`src/rtl/bf_io_uart.sv`:
```
// bfcpu io-port responder: '.' writes become UART TX frames, ',' reads return UART RX bytes.
// Define UART_RX_FIFO_EN to replace the single RX holding register with a circular FIFO.
`ifndef DIRECTION_WRITE
`define DIRECTION_WRITE 1'b1
`endif

module bf_io_uart #(
  parameter int CLK_DIV            = 208,
  parameter int RX_FIFO_DEPTH_LOG2 = 2
) (
  input  logic       clk,
  input  logic       rst_n,
  input  logic       io_req,
  input  logic       io_dir,
  input  logic [7:0] io_wdata,
  output logic       io_ack,
  output logic [7:0] io_rdata,
  input  logic       uart_rx,
  output logic       uart_tx,
  output logic       rx_err
);
  localparam logic [15:0] DIV_LAST  = 16'(CLK_DIV - 1);
  localparam logic [15:0] HALF_LAST = 16'(CLK_DIV / 2 - 1);

  typedef enum logic [1:0] {HS_IDLE, HS_XFER, HS_ACK} hs_state_t;
  typedef enum logic [1:0] {TX_IDLE, TX_START, TX_DATA, TX_STOP} tx_state_t;
  typedef enum logic [2:0] {RX_IDLE, RX_START, RX_DATA, RX_STOP, RX_WAIT} rx_state_t;

  hs_state_t   hs_state, hs_next;
  tx_state_t   tx_state, tx_next;
  rx_state_t   rx_state, rx_next;
  logic [15:0] tx_cnt, rx_cnt;
  logic [2:0]  tx_bit, rx_bit;
  logic [7:0]  tx_shift, rx_shift, rd_data;
  logic        rx_meta, rx_sync;
  logic        tx_start, rd_pop, rd_avail;
  logic        rx_push, rx_frame_err, rx_drop;
  logic        tx_tick, rx_tick, rx_half;

  assign tx_tick = (tx_cnt == DIV_LAST);
  assign rx_tick = (rx_cnt == DIV_LAST);
  assign rx_half = (rx_cnt == HALF_LAST);

  always_ff @(posedge clk) begin
    if (!rst_n) hs_state <= HS_IDLE;
    else        hs_state <= hs_next;
  end

  // A request withdrawn while still in XFER abandons the transfer without side effects.
  always_comb begin
    hs_next  = hs_state;
    tx_start = 1'b0;
    rd_pop   = 1'b0;
    case (hs_state)
      HS_IDLE: if (io_req) hs_next = HS_XFER;
      HS_XFER: begin
        if (!io_req) hs_next = HS_IDLE;
        else if (io_dir == `DIRECTION_WRITE) begin
          if (tx_state == TX_IDLE) begin
            tx_start = 1'b1;
            hs_next  = HS_ACK;
          end
        end else if (rd_avail) begin
          rd_pop  = 1'b1;
          hs_next = HS_ACK;
        end
      end
      HS_ACK:  if (!io_req) hs_next = HS_IDLE;
      default: hs_next = HS_IDLE;
    endcase
  end

  assign io_ack = (hs_state == HS_ACK);

  always_ff @(posedge clk) begin
    if (!rst_n)      io_rdata <= 8'h00;
    else if (rd_pop) io_rdata <= rd_data;
  end

  always_comb begin
    tx_next = tx_state;
    case (tx_state)
      TX_IDLE:  if (tx_start) tx_next = TX_START;
      TX_START: if (tx_tick) tx_next = TX_DATA;
      TX_DATA:  if (tx_tick && tx_bit == 3'd7) tx_next = TX_STOP;
      TX_STOP:  if (tx_tick) tx_next = TX_IDLE;
      default:  tx_next = TX_IDLE;
    endcase
  end

  // uart_tx is registered and updated one step ahead so the line never glitches.
  always_ff @(posedge clk) begin
    if (!rst_n) begin
      tx_state <= TX_IDLE;
      tx_cnt   <= '0;
      tx_bit   <= '0;
      uart_tx  <= 1'b1;
    end else begin
      tx_state <= tx_next;
      if (tx_state == TX_IDLE || tx_tick) tx_cnt <= '0;
      else                                tx_cnt <= tx_cnt + 16'd1;
      case (tx_state)
        TX_IDLE: if (tx_start) begin
          uart_tx <= 1'b0;
          tx_bit  <= '0;
        end
        TX_START: if (tx_tick) uart_tx <= tx_shift[0];
        TX_DATA: if (tx_tick) begin
          if (tx_bit != 3'd7) tx_bit <= tx_bit + 3'd1;
          uart_tx <= (tx_bit == 3'd7) ? 1'b1 : tx_shift[1];
        end
        default: ;
      endcase
    end
  end

  always_ff @(posedge clk) begin
    if (tx_start)                       tx_shift <= io_wdata;
    else if (tx_state == TX_DATA && tx_tick) tx_shift <= tx_shift >> 1;
  end

  always_ff @(posedge clk) begin
    if (!rst_n) begin
      rx_meta <= 1'b1;
      rx_sync <= 1'b1;
    end else begin
      rx_meta <= uart_rx;
      rx_sync <= rx_meta;
    end
  end

  always_comb begin
    rx_next      = rx_state;
    rx_push      = 1'b0;
    rx_frame_err = 1'b0;
    case (rx_state)
      RX_IDLE:  if (!rx_sync) rx_next = RX_START;
      RX_START: if (rx_half) rx_next = rx_sync ? RX_IDLE : RX_DATA;
      RX_DATA:  if (rx_tick && rx_bit == 3'd7) rx_next = RX_STOP;
      RX_STOP: if (rx_tick) begin
        if (rx_sync) begin
          rx_push = 1'b1;
          rx_next = RX_IDLE;
        end else begin
          rx_frame_err = 1'b1;
          rx_next      = RX_WAIT;
        end
      end
      RX_WAIT:  if (rx_sync) rx_next = RX_IDLE;
      default:  rx_next = RX_IDLE;
    endcase
  end

  always_ff @(posedge clk) begin
    if (!rst_n) begin
      rx_state <= RX_IDLE;
      rx_cnt   <= '0;
      rx_bit   <= '0;
      rx_err   <= 1'b0;
    end else begin
      rx_state <= rx_next;
      rx_err   <= rx_frame_err | rx_drop;
      if (rx_next != rx_state || rx_tick || rx_state == RX_IDLE || rx_state == RX_WAIT)
        rx_cnt <= '0;
      else
        rx_cnt <= rx_cnt + 16'd1;
      if (rx_state == RX_START) rx_bit <= '0;
      else if (rx_state == RX_DATA && rx_tick && rx_bit != 3'd7) rx_bit <= rx_bit + 3'd1;
    end
  end

  always_ff @(posedge clk) begin
    if (rx_state == RX_DATA && rx_tick) rx_shift <= {rx_sync, rx_shift[7:1]};
  end

`ifdef UART_RX_FIFO_EN
  localparam int AW    = RX_FIFO_DEPTH_LOG2;
  localparam int DEPTH = 1 << AW;

  logic [7:0]  fifo_mem [DEPTH];
  logic [AW:0] wr_ptr, rd_ptr;
  logic        fifo_full, fifo_empty, fifo_wr;

  // Pointers carry one extra wrap bit so full and empty are distinguishable.
  assign fifo_empty = (wr_ptr == rd_ptr);
  assign fifo_full  = (wr_ptr[AW] != rd_ptr[AW]) && (wr_ptr[AW-1:0] == rd_ptr[AW-1:0]);
  assign rd_avail   = !fifo_empty;
  assign rd_data    = fifo_mem[rd_ptr[AW-1:0]];
  assign fifo_wr    = rx_push && (!fifo_full || rd_pop);
  assign rx_drop    = rx_push && !fifo_wr;

  always_ff @(posedge clk) begin
    if (!rst_n) begin
      wr_ptr <= '0;
      rd_ptr <= '0;
    end else begin
      if (fifo_wr) wr_ptr <= wr_ptr + (AW+1)'(1);
      if (rd_pop)  rd_ptr <= rd_ptr + (AW+1)'(1);
    end
  end

  always_ff @(posedge clk) begin
    if (fifo_wr) fifo_mem[wr_ptr[AW-1:0]] <= rx_shift;
  end
`else
  logic [7:0] hold_data;
  logic       hold_vld;
  logic       unused_depth;

  assign unused_depth = (RX_FIFO_DEPTH_LOG2 > 0);
  assign rd_avail     = hold_vld;
  assign rd_data      = hold_data;
  // A pop in the same cycle frees the register, so the new byte is accepted.
  assign rx_drop      = rx_push && hold_vld && !rd_pop;

  always_ff @(posedge clk) begin
    if (!rst_n)                   hold_vld <= 1'b0;
    else if (rx_push && !rx_drop) hold_vld <= 1'b1;
    else if (rd_pop)              hold_vld <= 1'b0;
  end

  always_ff @(posedge clk) begin
    if (rx_push && !rx_drop) hold_data <= rx_shift;
  end
`endif

endmodule
```
`config.mk`:
```
export PLATFORM = sky130hd
export DESIGN_NAME = bf_io_uart
export DESIGN_NICKNAME = d
export VERILOG_FILES = /design/src/rtl/bf_io_uart.sv
export SDC_FILE = /design/constraint.sdc
export NUM_CORES = 1
export LEC_CHECK = 0
export ABC_CLOCK_PERIOD_IN_PS = 3500
export BUFFER_PORTS_ARGS = -buffer_cell sky130_fd_sc_hd__buf_4
export CAP_MARGIN = 15
export CORE_ASPECT_RATIO = 1.1
export CORE_MARGIN = 2
export CORE_UTILIZATION = 50
export CTS_CLUSTER_SIZE = 12
export DETAILED_ROUTE_END_ITERATION = 10
export GPL_TIMING_DRIVEN = 1
export PLACE_DENSITY = 0.66
export SETUP_SLACK_MARGIN = 0.3
export SLEW_MARGIN = 20
export SYNTH_ARGS = -nofsm -noshare
export SYNTH_HDL_FRONTEND = slang
export SYNTH_SLANG_ARGS = --single-unit
export TNS_END_PERCENT = 10
```
`constraint.sdc`:
```
create_clock -name clk -period 3.5 [get_ports clk]
set_input_delay 0.35 -clock clk [delete_from_list [all_inputs] [get_ports clk]]
set_output_delay 0.35 -clock clk [all_outputs]
set_load 0.02 [all_outputs]
```
* Word level (Yosys, flattened, before mapping)
Index checks and enable logic that the tools add are counted.
** Cells by class
- Add/subtract/negate cells :: 4
- Equality and inequality tests :: 27
- Mux-type cells :: 47
- Bitwise gates (word level) :: 2
- Reductions and logical operators :: 28
** Operators with widths (count)
- adder 16 x 1 -> 16 bit, second input constant :: 2
- equality test 16 x 8 -> 1 bit, second input constant :: 2
- 2-to-1 mux 3 bit :: 9
- 2-to-1 mux 2 bit :: 11
- 2-to-1 mux 1 bit :: 20
- equality test 16 x 7 -> 1 bit, second input constant :: 1
- 2-to-1 mux 8 bit :: 2
- inequality test 2 bit, second input constant :: 8
- AND reduction 4 bit :: 4
- case mux 3 bit (5 select lines) :: 1
- equality test 3 bit, second input constant :: 3
- logical AND 1 bit :: 8
- inequality test 4 bit, second input constant :: 2
- case mux 2 bit (4 select lines) :: 1
- adder 3 x 1 -> 3 bit, second input constant :: 2
- equality test 2 bit, second input constant :: 3
- equality test 3 x 2 -> 1 bit, second input constant :: 2
- inequality test 3 bit, second input constant :: 2
- case mux 2 bit (3 select lines) :: 1
- case mux 3 bit (2 select lines) :: 1
- nonzero test 2 bit :: 3
- OR reduction 2 bit :: 3
- equality test 2 x 1 -> 1 bit, second input constant :: 2
- logical NOT 2 bit :: 2
- other kinds (9) :: 13
** Storage, ports and cells
- Flip-flop bits (word level) :: 82
- Bits of input ports :: 13
- Output and inout bits :: 11
- Logic and storage cells :: 124

* Longest topological paths before layout
- Word-level depth :: 9
- Mapped depth :: 7
- Depth with buffers taken out :: 6

* Worst setup path before layout
OpenSTA, ideal clock, no wires.
- Kind :: register to register
- From :: register rx_cnt[10]
- To :: register hold_data[0], enable pin
- Setup time :: 0.370 ns
- Arrival time :: 1.788 ns
- Data required time :: 3.130 ns
- Setup slack :: 1.342 ns
- Cell stages (with the launch flop) :: 5
- Path buffers :: 0
- Clock period less this slack :: 2.158 ns
- Path through :: dfxtp_1 > nor4_4 > nand3_4 > or4_4 > nor2_1
** Between the ends
- Cells in the longest elaborated chain, start to end :: 7
** RTL lines
- start: declaration :: RTL line 32 : logic [15:0] tx_cnt, rx_cnt;
- start signal: assignment :: RTL line 166 : rx_cnt <= rx_cnt + 16'd1;
- equality test 16 x 8 -> 1 bit (*) :: RTL line 41 : assign rx_tick = (rx_cnt == DIV_LAST);
- 2-to-1 mux 1 bit (*) :: RTL line 140 : RX_STOP: if (rx_tick) begin
- 2-to-1 mux 1 bit (*) :: RTL line 136 : case (rx_state)
- logical AND 1 bit (2 in a row) :: RTL line 214 : assign rx_drop = rx_push && hold_vld && !rd_pop;
- logical NOT 1 bit :: RTL line 223 : if (rx_push && !rx_drop) hold_data <= rx_shift;
- logical AND 1 bit (*) :: RTL line 223
- end signal: assignment :: RTL line 223
- end: declaration :: RTL line 206 : logic [7:0] hold_data;
Every way passes the cells marked *; elsewhere a longest branch is shown, timed or not.
A chain may end at the register's enable or synchronous reset.

* Final worst setup path
- From :: register rx_cnt[0]
- To :: register hold_data[4], enable pin
The elaborated chain is that of the path after synthesis.

==> qor.csv <==
metric,value,unit
status,finished clean,
routed_wl,6.452,mm
grt.total_usage,17.44,%
syn_inst,351,
antenna_found_initial,0,
final_common_cell,dfxtp_1,
initial_core_util,51.62,%
synth_top_area_cell,dfxtp_1,
clock_latency,350,ps
cts_hold_buf,0,
synth_flop_cell,dfxtp_1,
ant_nets,0,
ir_worst_vdd,0.2852,mV
use_met1,22.45,%
clk_path_buf_depth,2,
synth_edf_count,24,
synth_nets,374,
synthTopCellsByArea,"dfxtp_1 (32%), edfxtp_1 (20%), ha_1 (3.5%)",
met3_usage,4.325,%
dp_slack,1060,ps
dpl.cell_count,448,
slowest_stage,nor2_1,
layout_common_cells,"dfxtp_1 (58), nor2_1 (32), nand2_1 (25), buf_4 (25), edfxtp_1 (24)",
routedWlPerCell,13.91,um
maxSlewHeadroom,54.19,%
worstPathArrival,2420,ps
cts_buffers,9,
p_per_area,454.1,nW/um^2
final_cells,464,
timing.final.ws_setup,1069,ps
drc,0,
die_area,7931,sq um
finalSetupViolCount,0,
pin_count,24,
row_count,32,
p_leak,0.001449,uW
vias,2608,
cp_top_family,simple AND/OR/NAND/NOR gates,
cts_root_buffer,clkbuf_8,
cts.sinks,82,
tightest_slew,684.6,ps
fillers,623,
p_seq_share,55.1,%
switching_share,26.88,%
cp-start-kind,flop,
postSynthAreaPerCell,10.31,sq um
setup_tns,0,ps
die_y,93.21,um
htreeDepth,3,
clkSlewWorstSetupHoldPaths,90,ps
yosysSeqAreaShare,52.02,%
firstDrtPassIters,6,
synth-seq-cells,82,
crit_required,3490,ps
cts_tree,built,
viasPerCell,5.621,
synth.yosys.warnings,0,
grt.met2_usage,27.67,%
crit_path_end_kind,flop,
crit_type,reg -> reg,
num-nets-final,397,
multi_input_area,1647,sq um
fmax,0.4113,GHz
io_buffers,23,
power_frac_comb,9.1,%
cts_setup_buffers,0,
cp_max_fo,8,
worst-path-buf-inv,0,
busiest_layer,met2,
grt_max_degree,18,
path_cells,ha_1 -> and3_1 -> nand2_1 -> or4_4 -> nor2_1,
finalCritPeriodShare,69.47,%
slew_violations,0,
dp_hpwl,4.555,mm
yosysUniqueCellTypes,53,
drive_above_1_share,14.78,%
coreArea,7007,sq um
p_switching,494.2,uW
grt-ovfl-total,0,
grt_setup_unrepaired,no,
chipWidth,85.10,um
diodes,0,
gp_congestion,0.8101,
cpPeakStageDelay,570,ps
initialDrtViolationCount,82,
cts-resized-gates,0,
finalHoldViolCount,0,
regArea,1882,sq um
min_period,2431,ps
p_clk_share,35.9,%
async_flop_share,0,%
drv_cap,0,
areaGrowthSynthToFinish,11.93,%
fin_skew,10.75,ps
syn-cell-area,3617,sq um
min_path_type,in -> reg,
intPower,1344,uW
grt_pass1_vias,2452,
yosysTopAreaCellShare,32.10,%
grt_pass1_wl,11.01,mm
-- flip-flops by register name, summed over array words and instances (netlist names), 2 cells and up --
signal     flops
rx_shift       8
tx_cnt        16
rx_state       3
tx_bit         3
hs_state       2
rx_cnt        16
tx_state       2
rx_bit         3
tx_shift       8
io_rdata       8
hold_data      8
-- Yosys cell counts, drive strengths merged, types with 3 or more instances --
library cell,count
dfxtp,58
or4,3
nand2,25
inv,10
or3,7
nor2,32
a31oi,3
nand3,17
nand4,12
a211oi,3
and4,3
and3,12
xnor2,8
o21ai,11
nand2b,7
nor2b,3
clkbuf,11
nor3,9
nor3b,3
mux2,7
nor4,8
xor2,12
edfxtp,24
mux2i,10
ha,10
a21oi,16
-- power by group through the flow --
stage          Combinational, uW  Sequential, uW  Clock [uW]
6_report                     167            1010         659
3_3_place_gp                 166            1030           0
4_1_cts                      169            1010         684
5_1_grt                      188            1020         720
2_1_floorplan                120            1040           0
3_5_place_dp                 169            1040           0
-- cells by family after synthesis --
family | count (synthesis) | synth area share [%]
simple gates | 151 | 23.56
flops | 82 | 52.02
compound gates | 48 | 8.717
buf+inv | 23 | 2.456
xor+xnor | 20 | 4.843
mux | 17 | 4.947
fa+ha+maj | 10 | 3.459
-- per-stage QoR --
step	util, %	hold slack (ps)	total power, uW	area, sq um
after floorplan	-	386.3	1155	3617
after global placement	55.09	400.6	1200	3860
after detailed placement	55.09	406.9	1204	3860
after CTS	57.79	191.0	1867	4049
after global routing	57.79	189.5	1925	4049
final	57.79	199.2	1838	4049
-- final timing paths --
kind,startpoint,end,slack (ps),cells past startpoint
setup / recovery,rx_cnt[0]$_SDFF_PP0_,hold_data[4]$_DFFE_PP_,1070,5
hold reg to reg,rx_meta$_SDFF_PN1_,rx_sync$_SDFF_PN1_,420,1
setup reg to reg,rx_cnt[0]$_SDFF_PP0_,hold_data[4]$_DFFE_PP_,1070,5
hold / removal,uart_rx,rx_meta$_SDFF_PN1_,200,2
-- layout make-up --
| cell class | count | share of cell area, % |
|---|---|---|
| flip-flops and latches | 82 | 46.48 |
| clock inverters | 7 | 1.607 |
| clock buffers | 9 | 3.059 |
| repair buffers | 25 | 4.635 |
| well taps | 85 | 2.627 |
| inverters | 10 | 0.9271 |
| multi-input cells | 246 | 40.67 |
-- per-layer routing --
layer / vias to the layer above / wire (um)
li1: 1334 / -
met1: 1227 / 3001
met2: 39 / 3196
met3: 8 / 181
met4: 0 / 72
met5: - / 0
Power figures use the tool's default switching activity.
